### config.mk
export PLATFORM = sky130hd
export DESIGN_NAME = fetch_queue
export DESIGN_NICKNAME = d
export VERILOG_FILES = /design/src/rtl/fetch_queue.sv
export SDC_FILE = /design/constraint.sdc
export NUM_CORES = 1
export LEC_CHECK = 0
export ABC_CLOCK_PERIOD_IN_PS = 3900
export CORE_UTILIZATION = 26
export CTS_BUF_LIST = sky130_fd_sc_hd__clkbuf_8
export CTS_CLUSTER_DIAMETER = 200
export DETAILED_ROUTE_END_ITERATION = 6
export GPL_ROUTABILITY_DRIVEN = 1
export MAX_ROUTING_LAYER = met4
export PLACE_DENSITY = 0.42
export SYNTH_ARGS = -nofsm -noshare
export SYNTH_HDL_FRONTEND = slang
export SYNTH_SLANG_ARGS = --single-unit
### constraint.sdc
create_clock -name CLK -period 3.9 [get_ports CLK]
set_input_delay 0.39 -clock CLK [delete_from_list [all_inputs] [get_ports CLK]]
set_output_delay 0.39 -clock CLK [all_outputs]
set_load 0.005 [all_outputs]
### src/rtl/fetch_queue.sv
// fetch_queue: instruction fetch stage. Issues in-order word reads to the
// instruction memory, buffers returned words with their PCs in a small FIFO
// and presents the FIFO head to decode. FLUSH redirects the stream and
// discards responses still in flight from the old stream.
//
// Optional feature macro: FETCH_MISALIGN_EN
//   defined   : FETCH_MISALIGN output; a FLUSH to a non-word-aligned NEW_PC
//               parks the stage (no fetches) presenting NEW_PC with a NOP.
//   undefined : NEW_PC[1:0] are forced to zero on redirect.
//
// Ports:
//   CLK, RST_N          clock, asynchronous active-low reset
//   FLUSH, NEW_PC       redirect request and target
//   STALL, MMU_WAIT     decode hold; head is not consumed
//   INST_RDEN/RDADDR    read request valid / word byte-address
//   INST_RDREADY        memory accepts the request this cycle
//   INST_RVALID/RDATA   in-order read response
//   FETCH_PC/FETCH_INST PC/instruction pair for decode (NOP bubble when empty)
//   FETCH_MISALIGN      misaligned redirect indication (optional)

module fetch_queue #(
  parameter int unsigned DEPTH           = 4,
  parameter int unsigned MAX_OUTSTANDING = 2,
  parameter logic [31:0] RESET_PC        = 32'h0000_0000
) (
  input  logic        CLK,
  input  logic        RST_N,
  input  logic        FLUSH,
  input  logic [31:0] NEW_PC,
  input  logic        STALL,
  input  logic        MMU_WAIT,
  output logic        INST_RDEN,
  output logic [31:0] INST_RDADDR,
  input  logic        INST_RDREADY,
  input  logic        INST_RVALID,
  input  logic [31:0] INST_RDATA,
  output logic [31:0] FETCH_PC,
  output logic [31:0] FETCH_INST
`ifdef FETCH_MISALIGN_EN
  ,
  output logic        FETCH_MISALIGN
`endif
);

  localparam int unsigned AW = (DEPTH > 1) ? $clog2(DEPTH) : 1;
  localparam int unsigned CW = $clog2(DEPTH + 1);
  localparam int unsigned OW = $clog2(MAX_OUTSTANDING + 1);
  localparam int unsigned TW = (MAX_OUTSTANDING > 1) ? $clog2(MAX_OUTSTANDING) : 1;
  localparam logic [31:0] NOP = 32'h0000_0013;

  // Architectural state
  logic [31:0]   req_pc;
  logic [31:0]   pc_mem   [DEPTH];
  logic [31:0]   inst_mem [DEPTH];
  logic [AW-1:0] wr_ptr;
  logic [AW-1:0] rd_ptr;
  logic [CW-1:0] fifo_count;
  logic [31:0]   tag_mem  [MAX_OUTSTANDING];
  logic [TW-1:0] tag_wr;
  logic [TW-1:0] tag_rd;
  logic [OW-1:0] outstanding;
  logic [OW-1:0] discard;

  // Per-cycle control
  logic          fifo_empty_c;
  logic          issue_c;
  logic          resp_c;
  logic          push_c;
  logic          pop_c;
  logic          hold_c;
  logic [31:0]   flush_pc_c;
  logic [OW-1:0] out_after_resp_c;

  function automatic logic [TW-1:0] tag_next(input logic [TW-1:0] idx);
    if (32'(idx) == MAX_OUTSTANDING - 1) return '0;
    return idx + TW'(1);
  endfunction

  // Misaligned-redirect park state (optional)
`ifdef FETCH_MISALIGN_EN
  logic        misalign_q;
  logic [31:0] misalign_pc_q;

  always_ff @(posedge CLK or negedge RST_N) begin
    if (!RST_N) begin
      misalign_q    <= 1'b0;
      misalign_pc_q <= 32'h0;
    end else if (FLUSH) begin
      misalign_q    <= (NEW_PC[1:0] != 2'b00);
      misalign_pc_q <= NEW_PC;
    end
  end

  assign hold_c         = misalign_q;
  assign FETCH_MISALIGN = misalign_q;
`else
  assign hold_c = 1'b0;
`endif

  // Request/response/consume decisions
  always_comb begin
    fifo_empty_c     = (fifo_count == '0);
    flush_pc_c       = NEW_PC & ~32'h3;
    INST_RDADDR      = req_pc;
    // Reset gates the request so nothing is offered while held in reset.
    INST_RDEN        = RST_N && !FLUSH && !hold_c &&
                       (32'(outstanding) < MAX_OUTSTANDING) &&
                       ((32'(fifo_count) + 32'(outstanding)) < DEPTH);
    issue_c          = INST_RDEN && INST_RDREADY;
    resp_c           = INST_RVALID && (outstanding != '0);
    push_c           = resp_c && !FLUSH && (discard == '0) && !hold_c;
    pop_c            = !fifo_empty_c && !STALL && !MMU_WAIT && !FLUSH;
    out_after_resp_c = outstanding - OW'(resp_c);
  end

  // Decode-facing view of the FIFO head
  always_comb begin
    FETCH_PC   = 32'h0;
    FETCH_INST = NOP;
    if (!fifo_empty_c) begin
      FETCH_PC   = pc_mem[rd_ptr];
      FETCH_INST = inst_mem[rd_ptr];
    end
`ifdef FETCH_MISALIGN_EN
    if (misalign_q) begin
      FETCH_PC   = misalign_pc_q;
      FETCH_INST = NOP;
    end
`endif
  end

  // Control state
  always_ff @(posedge CLK or negedge RST_N) begin
    if (!RST_N) begin
      req_pc      <= RESET_PC;
      wr_ptr      <= '0;
      rd_ptr      <= '0;
      fifo_count  <= '0;
      tag_wr      <= '0;
      tag_rd      <= '0;
      outstanding <= '0;
      discard     <= '0;
    end else begin
      // Issue is blocked during FLUSH, so issue_c only matters outside it.
      outstanding <= out_after_resp_c + OW'(issue_c);
      if (issue_c) tag_wr <= tag_next(tag_wr);
      if (resp_c)  tag_rd <= tag_next(tag_rd);

      if (FLUSH) begin
        req_pc     <= flush_pc_c;
        wr_ptr     <= '0;
        rd_ptr     <= '0;
        fifo_count <= '0;
        discard    <= out_after_resp_c;
      end else begin
        if (issue_c) req_pc <= req_pc + 32'd4;
        if (push_c)  wr_ptr <= wr_ptr + AW'(1);
        if (pop_c)   rd_ptr <= rd_ptr + AW'(1);
        fifo_count <= fifo_count + CW'(push_c) - CW'(pop_c);
        if (resp_c && (discard != '0)) discard <= discard - OW'(1);
      end
    end
  end

  // Data storage (no reset needed; validity is tracked by the pointers)
  always_ff @(posedge CLK) begin
    if (issue_c) tag_mem[tag_wr] <= req_pc;
    if (push_c) begin
      pc_mem[wr_ptr]   <= tag_mem[tag_rd];
      inst_mem[wr_ptr] <= INST_RDATA;
    end
  end

endmodule

# Word level (Yosys, flattened, before mapping)
# Memory sizes are Yosys's and may differ from the RTL's.
# Cells that the tools add are included.
[word_totals]
ff_bits = 45
ram_bits = 320
in_bits = 71
n_memories = 3
[mem_list]
columns = ["memory", "depth", "width", "read_ports", "rd_clocked_by_memory_dff", "wr", "line", "source"]
rows = [
  ["inst_mem", 4, 32, 1, 0, 1, "54", "logic [31:0] inst_mem [DEPTH];"],
  ["pc_mem", 4, 32, 1, 0, 1, "53", "logic [31:0] pc_mem [DEPTH];"],
  ["tag_mem", 2, 32, 1, 0, 1, "58", "logic [31:0] tag_mem [MAX_OUTSTANDING];"],
]
[classes]
addsub = 11
order_cmp = 2
muxes = 23
n_reduce_logical = 23
[ops]
columns = ["cell", "count"]
rows = [
  ["32-bit 2-to-1 mux", 4],
  ["32-bit by 3-bit adder with 32-bit output (second input constant)", 1],
  ["1-bit 2-to-1 mux", 12],
  ["2-bit 2-to-1 mux", 6],
  ["2-bit nonzero test", 6],
  ["1-bit logical AND", 11],
  ["2-bit by 1-bit adder with 2-bit output (second input constant)", 2],
  ["3-bit by 2-bit adder with 4-bit output", 1],
  ["1-bit zero test", 4],
  ["4-bit by 3-bit < comparator with 1-bit output (second input constant)", 1],
  ["3-bit by 1-bit adder with 3-bit output", 1],
  ["3-bit zero test", 1],
  ["3-bit 2-to-1 mux", 1],
  ["3-bit by 1-bit subtractor with 3-bit output", 1],
  ["1-bit adder (second input constant)", 2],
  ["2-bit by 1-bit adder with 2-bit output", 1],
  ["2-bit zero test", 1],
  ["2-bit < comparator (second input constant)", 1],
  ["2-bit by 1-bit subtractor with 2-bit output", 1],
  ["2-bit by 1-bit subtractor with 2-bit output (second input constant)", 1],
]

# Depth between registers and ports, before layout
# Gate-level depths: netlist of the first run.
[logic_depth]
ltp_word = 7
ltp_mapped = 12
ltp_nobuf = 12

# Worst setup path after synthesis of the first run
# OpenSTA, ideal clock, no wires.
[synth_path]
path_kind = "reg2reg"
start = "register fifo_count[1]"
end = "memory tag_mem[0][10] (enable)"
setup_ps = 417
arrival_time_ps = 2618
setup_slack_ps = 865
stages_incl_launch_ff = 6
n_path_buf = 1
synth_period_minus_slack_ps = 3035
cell_sequence = "dfrtp_1 > ha_1 > nor4_4 > nand4_4 > buf_1 > nor2_1"
[synth_via]
elab_chain_len = 6
[synth_rtl]
columns = ["item", "line", "source"]
rows = [
  ["start, declared", "57", "logic [CW-1:0] fifo_count;"],
  ["start signal, assigned", "159", "fifo_count <= fifo_count + CW'(push_c) - CW'(pop_c);"],
  ["3-bit by 2-bit adder with 4-bit output", "108", "((32'(fifo_count) + 32'(outstanding)) < DEPTH);"],
  ["4-bit by 3-bit < comparator with 1-bit output", "108", ""],
  ["1-bit logical AND", "107", "(32'(outstanding) < MAX_OUTSTANDING) &&"],
  ["1-bit logical AND", "109", "issue_c = INST_RDEN && INST_RDREADY;"],
  ["1-bit 2-to-1 mux", "167", "if (issue_c) tag_mem[tag_wr] <= req_pc;"],
  ["1-bit 2-to-1 mux (not written as such)", "167", ""],
  ["end, declared", "58", ""],
]
# Every way passes these cells.

# Worst setup path after layout of the first run
[layout_path]
start = "register rd_ptr[0]"
end = "output FETCH_PC[28]"
[layout_via]
elab_chain_len = 2
[layout_rtl]
columns = ["item", "line", "source"]
rows = [
  ["start, declared", "56", "logic [AW-1:0] rd_ptr;"],
  ["start signal, assigned", "158", "if (pop_c) rd_ptr <= rd_ptr + AW'(1);"],
  ["memory 4 x 32 bit", "--", ""],
  ["32-bit 2-to-1 mux", "120", "if (!fifo_empty_c) begin"],
  ["end, declared", "37", "output logic [31:0] FETCH_PC,"],
]
# Every way passes these cells.

==> results.md, run 1 <==
* Layer with the highest usage: met2
* Max_cap viols at 0
* Critical path cell sequence: buf_4 > mux4_2 > nor2b_1 > clkdlybuf4s50_1
* Number of remaining DRC errors at 0
* Ys Warns at 0
* Crit path max-delay family: buffers and inverters
* Post-Syn Instances at between 700 and 800
* Die area at about 55000 µm²
* Sw Ratio at a little over a quarter
* Static leakage at 5.873 nW
* Skew final at 32.91 ps
* R2R Setup Slk at 1020 ps
* Most common cell after layout, fill and taps aside: edfxtp_1
* Power Dens Cells at ~520 nW/µm²
* Area taken by multi-input logic gates at 3586 µm²
* PnR worst setup slack at about 700 ps
* Hold Fails Final Rpt at 0
* Worst VDD drop at roughly 240 µV
* Reg power frac at between 40 and 50%
* R2R Path Start: fifo_count[1]$_DFF_PN0_
* GP Congestion at 0.7325
* Total GRT Usage at between 10 and 15%
* FF+latch area at a little over 10000 µm²
* Drt pass-1 iters at 5
* M1 GR Usage at 17.36%
* Starting Density at 26.27%
* Clock power frac at a little over a third
* Layout cells sized above 1 at 21.27%
* Endpoints failing setup at 0
* Internal power at roughly 7 mW
* DP Area at between 15000 and 20000 µm²
* Later-pin clock latency in the skew report at around 620 ps
* Antenna violations before repair at 1
* Crit path max fanout at 15
* IO buf count at roughly 160
* Rows at 85
* HPWL after DPL at 22030 µm
* EDFF count, synth at between 300 and 400
* Core Area at about 54000 µm²
* CTS Root Cell: clkbuf_8
* Post-Layout Cell Count at 1750
* Max incr delay on CP at roughly 620 ps
* Tmin final at around 3200 ps
* Period utilisation layout at between 80 and 90%
* Vias/cell at ~4.5
* Hold Path Class: in2reg
* Die extent in y at about 240 µm
* Worst slew pin tran at 998.8 ps
* Commonest cells after routing, fill and taps aside: 308 x edfxtp_1, 159 x clkdlybuf4s50_1, 72 x clkbuf_8
* Pre-CTS WS at 848.4 ps
* Min-Delay Startpoint: NEW_PC[3]
* H-tree depth at 3
* Sw Pwr at approximately 2.5 mW
* Synth Area per Inst at 17.94 µm²
* DRT antenna net count at 0
* Element type at the critical path end: output port
* Largest net degree at the start of global routing at 54
* CTS tree: built
* Grt met3 use at 3.788%
* Synth Cell Area at 14140 µm²
* Part of the power in combinational logic at between 10% and 20%
* Crit path max-delay cell type: dfrtp_4
* Chip Width at 235.2 µm
* FF+latch count, synth at 351
* RR Endpoint: INST_RDADDR[18]$_DFFE_PN0P_
* Maximum clock frequency at 0.3124 GHz
* Sequential area share after synthesis at around three quarters
* Met2 usage at about a fifth
* Reg2reg path depth at 8
* Final Cell Area at approximately 18000 µm²
* Nets at about 1100
* Grt ovf at 0
* # placed instances at approximately 1600
* Initial drt markers at approximately 380
* RSZ-0062 raised after global routing: no
* Critical Path RT at between 3000 and 4000 ps
* Ports at 168
* Distinct cells, synth at between 40 and 50
* Main synth FF type: edfxtp_1
* Arrival time at the worst endpoint at between 2000 and 3000 ps
* Slew headroom at 33.17%
* Worst setup SP type: flip-flop
* Clock transition at path regs at around 60 ps
* Number of global-route vias before repair at roughly 8400
* Worst Path Buf+Inv at 2
* TritonCTS Buffers at 66
* Hold path depth at 3
* Util after Layout at 33.43%
* First-pass GRT wire length at around 54000 µm
* Area grow syn2layout at 27.25%
* CTS Buffer Depth at 3
* Clock Sinks at 351
* Run status: finished, final reports clean
* Async set-reset flop share out of synthesis at roughly 12%
* Min-Delay Endpoint: INST_RDADDR[3]$_DFFE_PN0P_
* Max Slew Vio Count at 0
* Critical path class: reg2out
* PostCTS Resize Cnt at 0
* Wire per inst at between 20 and 25 µm
* Fillcell total at about 5200
* Routed WL at about 36000 µm
* Via count at roughly 7900
* Total negative setup slack at 0 ps
logic make-up after synthesis:
group,after synthesis,synth area share (%)
muxes,93,12.34
xor gates and xnor gates,10,0.6196
AOI/OAI and AO/OA,63,3.177
other,1,0.02653
DFF,351,73.03
adders and majority gates,12,1.115
and+or+nand+nor,199,7.850
buffers and inverters,59,1.841
timing repair:
action	CTS	global route
hold buffers	1	0
endpoints found under the hold margin	43	0
setup buffers	0	0
per-stage QoR:
| step | hold WS [ps] | power [mW] |
|---|---|---|
| detailed placement | 522.5 | 6.262 |
| global placement | 523.1 | 6.259 |
| floorplan | 94.41 | 5.398 |
| finish | 340.7 | 9.433 |
| CTS | 277.6 | 9.653 |
| global route | 333.6 | 9.939 |
state kept, by name, indices dropped and copies added, names as in the netlist:
register and cells:
tag_mem 60, fifo_count 3, tag_wr 1, outstanding 2, wr_ptr 2, INST_RDADDR 30
tag_rd 1, inst_mem 128, pc_mem 120, rd_ptr 2, discard 2
power by group through the flow:
| stage | sequential [mW] | clock [mW] | combinational [mW] |
|---|---|---|---|
| finish | 4.58 | 3.30 | 1.55 |
| global route | 4.61 | 3.61 | 1.71 |
| CTS | 4.59 | 3.45 | 1.61 |
| detailed placement | 4.66 | 0 | 1.60 |
| global placement | 4.66 | 0 | 1.60 |
| floorplan | 4.56 | 0 | 0.838 |
cell usage after synthesis (4+ instances only):
library cell,count,share of area (%)
and3_1,9,0.40
mux4_2,62,9.9
a31oi_1,5,0.22
o21ai_0,14,0.50
nand3_1,25,0.89
buf_1,5,0.13
nor2b_1,62,2.7
and2_1,6,0.27
or4_1,4,0.21
o311ai_0,12,0.74
mux2_2,30,2.4
o211ai_1,15,0.80
nor2_1,19,0.50
inv_1,15,0.40
buf_2,10,0.35
a21oi_1,4,0.14
xnor2_1,8,0.50
ha_1,11,0.97
buf_4,5,0.27
edfxtp_1,308,65
nor3_1,6,0.21
nand2_1,44,1.2
nand4_1,7,0.31
clkbuf_1,22,0.58
dfrtp_1,43,7.6
layer usage:
metal / share of wire [%] / routed length (µm) / vias to the layer above
met4: 2.4 / 844 / 0
met5: 0 / 0 / -
met3: 5.6 / 2006 / 70
met2: 47 / 16630 / 226
li1: - / - / 3556
met1: 45 / 16060 / 4018
layout make-up:
| type | count | area share, % |
|---|---|---|
| Sequential cell | 351 | 57.43 |
| Timing Repair Buffer | 188 | 10.67 |
| Tap cell | 696 | 4.841 |
| Inverter | 16 | 0.3338 |
| Clock inverter | 45 | 1.266 |
| Antenna cell | 1 | 0.01391 |
| Multi-Input combinational cell | 381 | 19.93 |
| Clock buffer | 72 | 5.508 |
tightest hold or removal path, cell delays in order:
cell and delay [ps]:
clkdlybuf4s50_1 390, nand2_1 60, o21ai_0 70
how the worst max path moves through the flow:
stage | startpoint | to | slack (ps) | depth (start not counted)
floorplan | fifo_count[1]$_DFF_PN0_ | tag_mem[0][10]$_DFFE_PP_ | 860 | 5
global placement | INST_RVALID | fifo_count[2]$_DFF_PN0_ | 850 | 13
detailed placement | INST_RVALID | fifo_count[2]$_DFF_PN0_ | 850 | 13
CTS | rd_ptr[0]$_DFFE_PN0P_ | FETCH_PC[28] | 530 | 4
global route | rd_ptr[0]$_DFFE_PN0P_ | FETCH_PC[27] | 490 | 4
finish | rd_ptr[0]$_DFFE_PN0P_ | FETCH_PC[28] | 700 | 4
Power figures use the tool's default switching activity.
==> run 2, diff against run 1 <==
ABC_CLOCK_PERIOD_IN_PS = 3100   (was 3900)
clock period = 3.1 ns   (was 3.9 ns; I/O delays follow)
==> run 2 against run 1 <==
  * First-iteration DRC count is 11% lower
  * Clock-buffer cell count is 1 lower
  * Sequential power is 25% higher
  * Non-clock buffer count is 18 higher
  * Via count is 0.41% higher
  * Final cell count is 1.1% higher
  * Register-to-register slack worse by 500 ps
  * Sequential share of layout area is 0.43 points lower
  * Global-route usage hardly changed
  * Die area stayed put
  * Critical endpoint is now FETCH_INST[16]
  * Highest routed layer unchanged
==> results.md, run 2 (synthesis gave the netlist of run 1 again) <==
* Clock Sinks at about 350
* Wire per inst at between 20 and 25 µm
* Power Dens Cells at approximately 660 nW/µm²
* Grt ovf at 0
* HPWL after DPL at about 23000 µm
* Area grow syn2layout at 28.21%
* Nets at 1106
* Crit path max fanout at 12
* R2R Setup Slk at about 520 ps
* Starting Density at a little over a quarter
* Arrival time at the worst endpoint at 2630 ps
* Drt pass-1 iters at 4
* Skew final at between 30 and 40 ps
* RSZ-0062 raised after global routing: no
* Element type at the critical path end: output port
* Part of the power in combinational logic at roughly 17%
* Reg power frac at 48.1%
* Clock power frac at about a third
* Min-Delay Startpoint: NEW_PC[3]
* DP Area at around 17000 µm²
* Largest net degree at the start of global routing at 54
* Core Area at around 54000 µm²
* Number of remaining DRC errors at 0
* R2R Path Start: fifo_count[1]$_DFF_PN0_
* DRT antenna net count at 0
* GP Congestion at 0.7291
* Slew headroom at a little under a third
* Post-Layout Cell Count at approximately 1800
* CTS Buffer Depth at 3
* Hold Fails Final Rpt at 0
* IO buf count at 161
* Crit path max-delay cell type: mux4_2
* Run status: finished, final reports clean
* Most flops, register: inst_mem
* Util after Layout at between 30% and 40%
* Critical Path RT at about 2800 ps
* Biggest regs: inst_mem: 128 flops, pc_mem: 120 flops, tag_mem: 60 flops
* Static leakage at approximately 6.0 nW
* Sw Pwr at 3.121 mW
* Sw Ratio at about a quarter
* Worst VDD drop at around 240 µV
* Die area at about 55000 µm²
* First-pass GRT wire length at 54340 µm
* Total negative setup slack at 0 ps
* CTS Root Cell: clkbuf_8
* Die extent in y at ~240 µm
* Endpoints failing setup at 0
* Max FFs per register at 128
* Maximum clock frequency at between 0.3 and 0.4 GHz
* H-tree depth at 3
* Internal power at between 8 and 9 mW
* FF+latch area at 10330 µm²
* Layout cells sized above 1 at between 20% and 30%
* Number of global-route vias before repair at ~8300
* Reg2reg path depth at 7
* Commonest cells after routing, fill and taps aside: 308 x edfxtp_1, 159 x clkdlybuf4s50_1, 71 x clkbuf_8
* Hold path depth at 3
* Max incr delay on CP at roughly 550 ps
* Max Slew Vio Count at 0
* Min-Delay Endpoint: INST_RDADDR[3]$_DFFE_PN0P_
* Worst slew pin tran at ~1000 ps
* CTS tree: built
* RR Endpoint: INST_RDADDR[11]$_DFFE_PN0P_
* Max_cap viols at 0
* Area taken by multi-input logic gates at between 3000 and 4000 µm²
* TritonCTS Buffers at 67
* Worst setup SP type: flip-flop
* Critical path cell sequence: buf_4 > mux4_2 > nor2b_1 > clkdlybuf4s50_1
* Later-pin clock latency in the skew report at approximately 630 ps
* Fillcell total at between 5000 and 6000
* Worst Path Buf+Inv at 2
* Crit path max-delay family: buffers and inverters
* Chip Width at approximately 240 µm
* Hold Path Class: in2reg
* Via count at just under 8000
* Total GRT Usage at between 10 and 15%
* Vias/cell at ~4.5
* # placed instances at 1644
* Ports at around 170
* Rows at 85
* Routed WL at ~36000 µm
* Final Cell Area at 18120 µm²
* Tmin final at just under 3000 ps
* Critical path class: reg2out
* Antenna violations before repair at 1
* Period utilisation layout at a little over nine tenths
* Initial drt markers at 343
* Most common cell after layout, fill and taps aside: edfxtp_1
* Clock transition at path regs at 60 ps
run 2: cell types whose count changed in the layout (fill, tap and decap cells not counted):
cell,before,now
buf_6,0,1
clkinv_1,8,12
clkinvlp_4,4,3
dlygate4sd3_1,1,2
clkbuf_8,72,71
buf_4,17,33
run 2: power groups by stage:
stage	clock (mW)	combinational, mW	sequential (mW)
detailed placement	0	2.09	5.83
finish	4.14	2.03	5.72
floorplan	0	1.05	5.74
global placement	0	2.08	5.83
CTS	4.33	2.12	5.73
global route	4.52	2.25	5.75
run 2: metal layers:
layer	vias up	global-route usage (%)	wire length, µm	share of wire, %
li1	3587	-	-	-
met1	4041	17.54	16430	46
met2	211	21.07	16880	47
met3	63	2.955	1632	4.6
met4	0	5.144	778	2.2
met5	-	-	0	0
run 2: cell type report:
| type | instances | share of cell area [%] |
|---|---|---|
| sequential | 351 | 57.01 |
| clock buffer | 71 | 5.391 |
| tap | 696 | 4.805 |
| multi-input combinational | 381 | 19.78 |
| inverter | 16 | 0.3314 |
| clock inverter | 48 | 1.298 |
| antenna | 1 | 0.01381 |
| timing repair buffer | 206 | 11.37 |
run 2: what timing repair did:
item / 4_1_cts / 5_1_grt
setup endpoints to repair: 48 / 0
endpoints found under the hold margin: 45 / 0
hold buffers: 2 / 0
resized for setup: 1 / 0
buffers inserted: 4 / 0
run 2: worst reg2reg max path, stage by stage, from the launching register on:
cell,delay [ps]
dfrtp_1,450
ha_1,310
nand3_1,190
nand4_4,170
inv_2,150
nor2_1,820
o21ai_0,210
o311ai_0,150
run 2: worst max path at each step:
stage / depth (start not counted) / start / endpoint
2_1_floorplan: 5 / fifo_count[1]$_DFF_PN0_ / tag_mem[0][10]$_DFFE_PP_
3_3_place_gp: 13 / INST_RVALID / fifo_count[2]$_DFF_PN0_
3_5_place_dp: 13 / INST_RVALID / fifo_count[2]$_DFF_PN0_
4_1_cts: 4 / rd_ptr[0]$_DFFE_PN0P_ / FETCH_INST[16]
5_1_grt: 4 / fifo_count[1]$_DFF_PN0_ / FETCH_PC[12]
6_report: 4 / rd_ptr[0]$_DFFE_PN0P_ / FETCH_INST[16]
run 2: metrics by stage:
stage / setup WS [ps] / total power [mW] / hold WS, ps
floorplan: 64.68 / 6.791 / 14.41
CTS: 26.07 / 12.17 / 211.3
global route: 6.579 / 12.52 / 252.0
global placement: 470.4 / 7.907 / 526.0
detailed placement: 488.4 / 7.916 / 543.1
finish: 159.0 / 11.89 / 276.2
==> run 3, diff against run 2 <==
CELL_PAD_IN_SITES_DETAIL_PLACEMENT = 0   (was default)
CELL_PAD_IN_SITES_GLOBAL_PLACEMENT = 1   (was default)
PLACE_DENSITY = 0.48   (was 0.42)
SETUP_SLACK_MARGIN = 0.1   (was default)
==> run 3 against run 2 <==
  * Critical path depth unchanged
  * Clock power shrank 3%
  * Combinational power barely moved
  * Setup slack better by 93 ps
  * First-iteration DRC count shrank 3.5%
  * Sequential cell count unchanged
  * Clock skew increased by 2.6 ps
  * Hold slack hardly changed
  * Highest routed layer unchanged
  * Cell area barely moved
  * Routed wire length hardly changed
  * Maximum frequency rose by 3.3%
  * Power decreased by 0.75%
==> results.md, run 3 (synthesis gave the netlist of run 1 again) <==
* Run status: finished, final reports clean
* Element type at the critical path end: output port
* Hold Path Class: in2reg
* Chip Width at 235.2 µm
* Pre-CTS WS at 438.5 ps
* Core Area at approximately 54000 µm²
* Critical path class: reg2out
* Most common cell after layout, fill and taps aside: edfxtp_1
* Fillcell total at around 5200
* RSZ-0062 raised after global routing: no
* Crit path max fanout at 12
* Wire per inst at between 20 and 25 µm
* Die extent in y at around 240 µm
* RR Endpoint: INST_RDADDR[18]$_DFFE_PN0P_
* Clock Sinks at about 350
* Routed WL at 35710 µm
* Min-Delay Startpoint: NEW_PC[3]
* Starting Density at 26.27%
* Slew headroom at 28.40%
* Arrival time at the worst endpoint at approximately 2500 ps
* Layout cells sized above 1 at 21.76%
* Later-pin clock latency in the skew report at between 600 and 700 ps
* First-pass GRT wire length at about 54000 µm
* DRT antenna net count at 0
* Rows at 85
* R2R Setup Slk at 460 ps
* Critical Path RT at roughly 2800 ps
* Grt ovf at 0
* IO buf count at ~160
* Largest net degree at the start of global routing at between 40 and 50
* Ant. Diodes at 0
* Commonest cells after routing, fill and taps aside: 308 x edfxtp_1, 159 x clkdlybuf4s50_1, 70 x clkbuf_8
* Antenna violations before repair at 0
* Static leakage at 5.935 nW
* Worst slew pin tran at between 1000 and 1500 ps
* CTS Root Cell: clkbuf_8
* Nets at 1101
* Max_cap viols at 0
* Maximum clock frequency at ~0.35 GHz
* Period utilisation layout at about 90%
* Via count at 7897
* H-tree depth at 3
* Most flops, register: inst_mem
* Ports at roughly 170
* Drt pass-1 iters at 6
* Total negative setup slack at 0 ps
* Biggest regs: inst_mem: 128 flops, pc_mem: 120 flops, tag_mem: 60 flops
* Hold Fails Final Rpt at 0
* Min-Delay Endpoint: INST_RDADDR[3]$_DFFE_PN0P_
* Total GRT Usage at 13.70%
* TritonCTS Buffers at 67
* Clock transition at path regs at approximately 60 ps
* GP Congestion at just over 0.7
* Hold_ws at 276.4 ps
* Number of remaining DRC errors at 0
* Power Dens Cells at approximately 650 nW/µm²
* CTS tree: built
* Initial drt markers at ~330
* Tmin final at 2848 ps
* Die area at 55310 µm²
* CTS Buffer Depth at 3
* R2R Path Start: fifo_count[1]$_DFF_PN0_
* Max Slew Vio Count at 0
* Number of global-route vias before repair at around 8400
* PnR worst setup slack at approximately 250 ps
* Vias/cell at 4.482
* Area grow syn2layout at 28.16%
* Worst VDD drop at between 200 and 250 µV
* Util after Layout at roughly 34%
* Endpoints failing setup at 0
* HPWL after DPL at about 22000 µm
* Skew final at between 40 and 50 ps
* Max FFs per register at between 100 and 150
* Reg2reg path depth at 7
* Hold path depth at 3
* Worst setup SP type: flip-flop
## run 3: per-stage QoR
stage	instance area, µm²	std cells	total power [mW]
CTS	18120	1762	12.06
floorplan	14150	791	6.792
detailed placement	16880	1641	7.925
global placement	16880	1641	7.920
finish	18120	1762	11.80
global route	18120	1762	12.43
## run 3: where the power goes
part | leakage (nW) | switching, mW | internal, mW
registers | 3.30 | 0.218 | 5.52
logic | 1.95 | 0.968 | 1.08
clock network | 0.683 | 1.93 | 2.09
total | 5.93 | 3.12 | 8.68
## run 3: metal layers
metal | global-route usage [%] | vias to the layer above | part of all wire [%]
met5 | - | - | 0
met4 | 4.705 | 0 | 1.8
met3 | 3.178 | 46 | 4.5
met2 | 21.47 | 193 | 48
met1 | 17.39 | 4083 | 46
li1 | - | 3575 | -
## run 3: worst max-delay path: stages (launching register included)
cell and delay, ps:
dfrtp_4 540, buf_12 200, mux4_2 490, or2_2 280, clkdlybuf4s50_1 440
## run 3: worst max path at each step
stage                        startpoint  cells after the start  slack (ps)                  endpoint
6_report          rd_ptr[0]$_DFFE_PN0P_                      4         250             FETCH_INST[1]
5_1_grt           rd_ptr[0]$_DFFE_PN0P_                      4         110             FETCH_INST[4]
4_1_cts           rd_ptr[0]$_DFFE_PN0P_                      4         130              FETCH_PC[11]
3_5_place_dp                INST_RVALID                     13         440   fifo_count[2]$_DFF_PN0_
3_3_place_gp                INST_RVALID                     13         410   fifo_count[2]$_DFF_PN0_
2_1_floorplan  outstanding[1]$_DFF_PN0_                      5         170  inst_mem[0][0]$_DFFE_PP_
## run 3: final cells by class
class / instances / area, µm² / area share [%]
sequential: 351 / 10330 / 57.03
multi-input combinational: 381 / 3581 / 19.76
timing repair buffer: 201 / 2106 / 11.62
clock buffer: 70 / 963.4 / 5.317
tap: 696 / 870.8 / 4.806
clock inverter: 47 / 205.2 / 1.133
inverter: 16 / 60.06 / 0.3315
## run 3: timing repair
action,CTS,global route
setup endpoints to repair,53,0
gates resized for setup,1,0
buffers inserted,2,0
hold buffers,2,0
hold endpoints to repair,44,0
